[src/rtl/tick_monitor.sv]
// tick_monitor: checks the periodic terminal-count strobe of a modulo-N enabled counter.
// It acquires and holds lock, flywheels across missing strobes and keeps error statistics.
module tick_monitor #(
    parameter int N          = 64,
    parameter int LOCK_COUNT = 4,
    parameter int MISS_LIMIT = 2
) (
    input  logic                   clk,
    input  logic                   rst_n,
    input  logic                   en,
    input  logic                   tick,
    output logic                   ftick,
    output logic                   locked,
    output logic                   err,
    output logic [$clog2(N):0]     period,
    output logic [7:0]             err_cnt
);

    localparam int IW = $clog2(N);
    localparam int PW = IW + 1;
    localparam int GW = $clog2(LOCK_COUNT + 1);
    localparam int MW = $clog2(MISS_LIMIT + 1);

    typedef enum logic [1:0] {
        IDLE = 2'd0,
        ACQ  = 2'd1,
        LOCK = 2'd2
    } state_t;

    state_t          state_r;
    state_t          state_nxt_s;
    logic [IW-1:0]   ivl_r;
    logic [IW-1:0]   ivl_nxt_s;
    logic [GW-1:0]   gcnt_r;
    logic [GW-1:0]   gcnt_nxt_s;
    logic [MW-1:0]   mcnt_r;
    logic [MW-1:0]   mcnt_nxt_s;
    logic            locked_r;
    logic            err_r;
    logic            err_evt_s;
    logic [PW-1:0]   period_r;
    logic [7:0]      err_cnt_r;

    logic valid_s;
    logic at_end_s;
    logic good_s;
    logic early_s;
    logic miss_s;
    logic proto_s;
    logic gcnt_hit_s;
    logic mcnt_hit_s;

    assign valid_s    = en & tick;
    assign at_end_s   = (ivl_r == IW'(N - 1));
    assign good_s     = valid_s & at_end_s;
    assign early_s    = valid_s & ~at_end_s;
    assign miss_s     = en & ~tick & at_end_s;
    assign proto_s    = tick & ~en;
    assign gcnt_hit_s = (gcnt_r == GW'(LOCK_COUNT - 1));
    assign mcnt_hit_s = (mcnt_r == MW'(MISS_LIMIT - 1));

    // State register
    always_ff @(posedge clk or negedge rst_n) begin
        if (!rst_n) begin
            state_r <= IDLE;
        end else begin
            state_r <= state_nxt_s;
        end
    end

    // Next-state decode
    always_comb begin
        state_nxt_s = state_r;
        case (state_r)
            IDLE: begin
                if (valid_s) state_nxt_s = ACQ;
                else         state_nxt_s = IDLE;
            end
            ACQ: begin
                if (good_s && gcnt_hit_s) state_nxt_s = LOCK;
                else if (miss_s)          state_nxt_s = IDLE;
                else                      state_nxt_s = ACQ;
            end
            LOCK: begin
                if ((early_s || miss_s) && mcnt_hit_s) state_nxt_s = IDLE;
                else                                   state_nxt_s = LOCK;
            end
            default: state_nxt_s = IDLE;
        endcase
    end

    // FSM outputs: error event, flywheel strobe and counter updates
    always_comb begin
        err_evt_s  = proto_s;
        ftick      = en & (state_r == LOCK) & at_end_s;
        gcnt_nxt_s = gcnt_r;
        mcnt_nxt_s = mcnt_r;
        ivl_nxt_s  = ivl_r;
        if (state_r == IDLE) begin
            ivl_nxt_s = IW'(0);
        end else if (valid_s || miss_s) begin
            ivl_nxt_s = IW'(0);
        end else if (en) begin
            ivl_nxt_s = ivl_r + IW'(1);
        end else begin
            ivl_nxt_s = ivl_r;
        end
        case (state_r)
            IDLE: begin
                if (valid_s) gcnt_nxt_s = GW'(0);
                else         gcnt_nxt_s = gcnt_r;
            end
            ACQ: begin
                if (good_s && gcnt_hit_s) begin
                    gcnt_nxt_s = GW'(0);
                    mcnt_nxt_s = MW'(0);
                end else if (good_s) begin
                    gcnt_nxt_s = gcnt_r + GW'(1);
                end else if (early_s || miss_s) begin
                    gcnt_nxt_s = GW'(0);
                    err_evt_s  = 1'b1;
                end else begin
                    gcnt_nxt_s = gcnt_r;
                end
            end
            LOCK: begin
                if (good_s) begin
                    mcnt_nxt_s = MW'(0);
                end else if (early_s || miss_s) begin
                    err_evt_s = 1'b1;
                    if (mcnt_hit_s) mcnt_nxt_s = MW'(0);
                    else            mcnt_nxt_s = mcnt_r + MW'(1);
                end else begin
                    mcnt_nxt_s = mcnt_r;
                end
            end
            default: begin
                gcnt_nxt_s = GW'(0);
                mcnt_nxt_s = MW'(0);
            end
        endcase
    end

    // Interval, good-period and miss counters
    always_ff @(posedge clk or negedge rst_n) begin
        if (!rst_n) begin
            ivl_r  <= IW'(0);
            gcnt_r <= GW'(0);
            mcnt_r <= MW'(0);
        end else begin
            ivl_r  <= ivl_nxt_s;
            gcnt_r <= gcnt_nxt_s;
            mcnt_r <= mcnt_nxt_s;
        end
    end

    // Registered status: lock flag, error pulse, measured period, saturating error count
    always_ff @(posedge clk or negedge rst_n) begin
        if (!rst_n) begin
            locked_r  <= 1'b0;
            err_r     <= 1'b0;
            period_r  <= PW'(0);
            err_cnt_r <= 8'd0;
        end else begin
            locked_r <= (state_nxt_s == LOCK);
            err_r    <= err_evt_s;
            if (valid_s) period_r <= PW'(ivl_r) + PW'(1);
            else         period_r <= period_r;
            if (err_evt_s && (err_cnt_r != 8'hFF)) err_cnt_r <= err_cnt_r + 8'd1;
            else                                   err_cnt_r <= err_cnt_r;
        end
    end

    assign locked  = locked_r;
    assign err     = err_r;
    assign period  = period_r;
    assign err_cnt = err_cnt_r;

endmodule

[config.mk]
export PLATFORM = sky130hd
export DESIGN_NAME = tick_monitor
export DESIGN_NICKNAME = d
export VERILOG_FILES = /design/src/rtl/tick_monitor.sv
export SDC_FILE = /design/constraint.sdc
export NUM_CORES = 1
export LEC_CHECK = 0
export BUFFER_PORTS_ARGS = -buffer_cell sky130_fd_sc_hd__buf_2
export CORE_ASPECT_RATIO = 0.7
export CORE_MARGIN = 10
export CORE_UTILIZATION = 30
export DETAILED_ROUTE_END_ITERATION = 10
export PLACE_DENSITY = 0.61
export SLEW_MARGIN = 15
export SYNTH_ARGS = -nofsm -noshare
export SYNTH_HDL_FRONTEND = slang
export SYNTH_SLANG_ARGS = --single-unit
export TNS_END_PERCENT = 50
[constraint.sdc]
create_clock -name clk -period 1.95 [get_ports clk]
set_clock_uncertainty 0.1 [all_clocks]
set_input_delay 0.39 -clock clk [delete_from_list [all_inputs] [get_ports clk]]
set_output_delay 0.39 -clock clk [all_outputs]
set_load 0.005 [all_outputs]
==> reports/metrics.csv <==
stage,metric,value,unit
run_status,outcome,finished with violations,
run_status,violations,negative setup slack,
synth,netlist_area,0.00161,sq mm
clock_network,htree_levels,2,
global_route,overflow,0,
sta,tightest_slew,0.660,ns
detailed_routing,drt_iter0_drc,29,
floorplanning,core,0.00523,sq mm
synth,yosysWarnings,0,
clock_network,cts_hold_buffers,0,
final_layout,drive_above_1_share,34.6,%
detailed_routing,drc,0,
global_route,grt_pass1_vias,1270,
clock_network,clk_pin_slew,0.06,ns
synth,synth_top_area_cell,dfrtp_1,
final_layout,nNetsFinal,216,
sta,drv_slew,0,
sta,fin_crit,1.95,ns
clock_network,root_buffer,clkbuf_8,
synth,synth_nets,173,
setup_path,reg2reg_to,err_cnt[1],
global_route,grt_pass1_wl,6190,microns
floorplanning,start_util,30.8,%
placement,placed_area,0.00189,sq mm
detailed_routing,drt_wl_total,3660,microns
setup_path,critPathMaxStageDelay,0.39,ns
clock_network,cts_max_path_buffers,2,
sta,finalSetupViolCount,1,
synth,ys_types,38,
floorplanning,die_x,108,microns
pwr,switching_share,30.0,%
detailed_routing,route.vias.total,1294,
sta,fin_ws,-0.00102,ns
synth,ys_async_sr_fraction,100,%
detailed_routing,avgViaCountPerCell,4.67,
setup_path,critical_path.most_common_cell,and3_4,
setup_path,cp_top_family,flip-flops,
setup_path,crit_chain,"ha_2, and3_4, buf_4, and3_4, buf_2",
pwr,power.share.clock,29.8,%
setup_path,r2r_start,ivl_r[0],
setup_path,critical_path_cell_count,5,
setup_path,crit_arrival,1.46,ns
global_route,antenna_found_initial,0,
sta,finalHoldViolations,0,
pwr,p_comb_share,22.7,%
detailed_routing,postRouteAntennaNets,0,
final_layout,final_area,0.00209,sq mm
floorplanning,die_area,0.00874,sq mm
setup_path,cp-start-kind,flip-flop,
setup_path,crit_end,ftick,
setup_path,cp_data_required_time,1.46,ns
final_layout,fill_cells,523,
placement,gp_congestion,0.767,
global_route,grt_max_degree,31,
sta,post-route-period-util,100,%
synth,synth-main-ff-cell,dfrtp_1,
job,max_cap_viol_count,0,
final_layout,post-route-util,40.0,%
synth,syn_inst,161,
floorplanning,num_rows,22,
setup_path,rr_worst_depth,7,
synth,ys_ff_latch,30,
pwr,seqPwrFrac,47.6,%
synth,synth_seq_area_share,46.7,%
hold_path,hold_class,in2async,
setup_path,endpoint_kind,output pin,
pwr,leakage,0.983,nW
setup_path,slowest_stage,dfrtp_1,
placement,io_buffer_count,21,
sta,rsz0062_at_grt,yes,
setup_path,cp_num_buf_inv,2,
setup_path,critPathKind,reg2out,
sta,fmax,513,MHz
final_layout,num_antenna_cells,0,
sta,slew_headroom,56.0,%
clock_network,cts_tree,built,
final_layout,area_growth,30.1,%
pwr,power.net_switching,520,uW
clock_network,cts_inserted_buffers,5,
global_route,grt.total_usage,8.95,%
synth,synthTopCellsByArea,"dfrtp_1, ha_1, nand2_1",
setup_path,worstPathMaxFanout,4,
detailed_routing,dr.pass1.iters,4,
setup_path,r2r_slack,-0.001,ns
synth,synth_edf_count,0,
floorplanning,die_y,81.3,microns
clock_network,clock-sinks,30,
detailed_routing,routedWlPerCell,13.2,microns
clock_network,clkLatencyLatePin,0.28,ns
setup_path,critPathLaunch,ivl_r[0],
synth,synth.avg_cell_area,9.99,sq um
placement,hpwl,2570,microns
synth,yosys.area.top_type_share,46.7,%
pwr,p_per_area,827,mW/mm^2
pwr,peakVddDrop,0.000242,V
pwr,internal_power,1.21,mW
floorplanning,ios,22,
-- cells in the final DEF (no fill, tap or decap), types with 4 or more instances in the layout --
| master | n |
|---|---|
| xnor2_1 | 4 |
| and3_1 | 4 |
| o21ai_0 | 8 |
| nor4_1 | 4 |
| nor2_1 | 11 |
| mux2_2 | 4 |
| a21oi_1 | 13 |
| dfrtp_1 | 30 |
| nand2_1 | 20 |
| inv_1 | 6 |
| buf_4 | 20 |
| ha_1 | 4 |
| buf_2 | 21 |
| clkbuf_8 | 6 |
-- state kept, by name, summed over array words and instances (netlist names) --
register / flops
gcnt_r: 3
ivl_r: 6
err: 1
state_r: 2
mcnt_r: 2
period: 7
err_cnt: 8
locked: 1
-- worst register-to-register path, delay by kind of cell (launching register included) --
family	cells	cell delay (ns)
buffers and inverters	1	0.15
and+or+nand+nor	3	0.42
AOI/OAI and AO/OA	1	0.29
adders and majority gates	1	0.19
DFF	1	0.39
muxes	1	0.30
-- cell usage after synthesis (3+ instances only) --
cell,number
ha_1,8
xor2_1,3
nand2_1,20
and3_1,6
inv_1,7
mux2_2,3
xnor2_1,4
a21oi_1,14
dfrtp_1,30
nor2_1,12
nand3_1,3
nor4_1,4
o21ai_0,10
clkbuf_1,4
-- power groups by stage --
stage                     sequential, mW  combinational [mW]  clock (mW)
after detailed placement           0.828               0.377           0
after global placement             0.827               0.371           0
after global routing               0.844               0.444       0.555
after CTS                          0.819               0.390       0.533
final                              0.824               0.393       0.515
after floorplan                    0.827               0.196           0
-- area by class of cell --
class	instances	area (sq um)	share of cell area (%)
Clock buffer	7	86.3	4.12
Clock inverter	1	5.00	0.239
Inverter	8	30.0	1.43
Multi-Input combinational cell	116	845	40.3
Sequential cell	30	751	35.9
Tap cell	72	90.1	4.30
Timing Repair Buffer	43	287	13.7
-- how the worst min path moves through the flow --
stage | start | end | slack, ns | cells after the start
2_1_floorplan | rst_n | err | -0.006 | 0
3_3_place_gp | rst_n | period[5] | 0.36 | 1
3_5_place_dp | period[6] | period[6] | 0.36 | 2
4_1_cts | rst_n | err_cnt[4] | 0.06 | 1
5_1_grt | rst_n | period[5] | 0.10 | 1
6_report | rst_n | period[5] | 0.03 | 1
-- what timing repair did --
action                     CTS  global route
setup endpoints to repair    7             6
pin swaps                    6             3
setup buffers                5             1
gates resized for setup     10             4
-- kinds of logic after synthesis --
logic type / synth area share, %
flops: 46.7
buf+inv: 4.51
xor+xnor: 3.81
compound gates: 14.2
fa+ha+maj: 6.22
mux: 5.05
simple gates: 19.6
-- metrics by stage --
step           setup TNS [ns]  hold slack [ns]  instances  total power [mW]  setup slack, ns
3_5_place_dp           -0.186            0.362        263              1.20           -0.110
3_3_place_gp           -0.187            0.358        263              1.20           -0.110
4_1_cts               -0.0369           0.0622        276              1.74          -0.0160
6_report             -0.00102           0.0320        277              1.73         -0.00102
5_1_grt                -0.213            0.101        277              1.84          -0.0649
2_1_floorplan          -0.322         -0.00559        161              1.02           -0.108
-- layer usage --
layer | wire length (microns) | track usage (%) | vias up
met5 | 0 | 0 | -
met2 | 1570 | 13.6 | 23
met4 | 65 | 3.99 | 0
met1 | 1770 | 11.2 | 605
met3 | 245 | 3.24 | 8
li1 | - | - | 658
(Power assumes the default switching activity.)
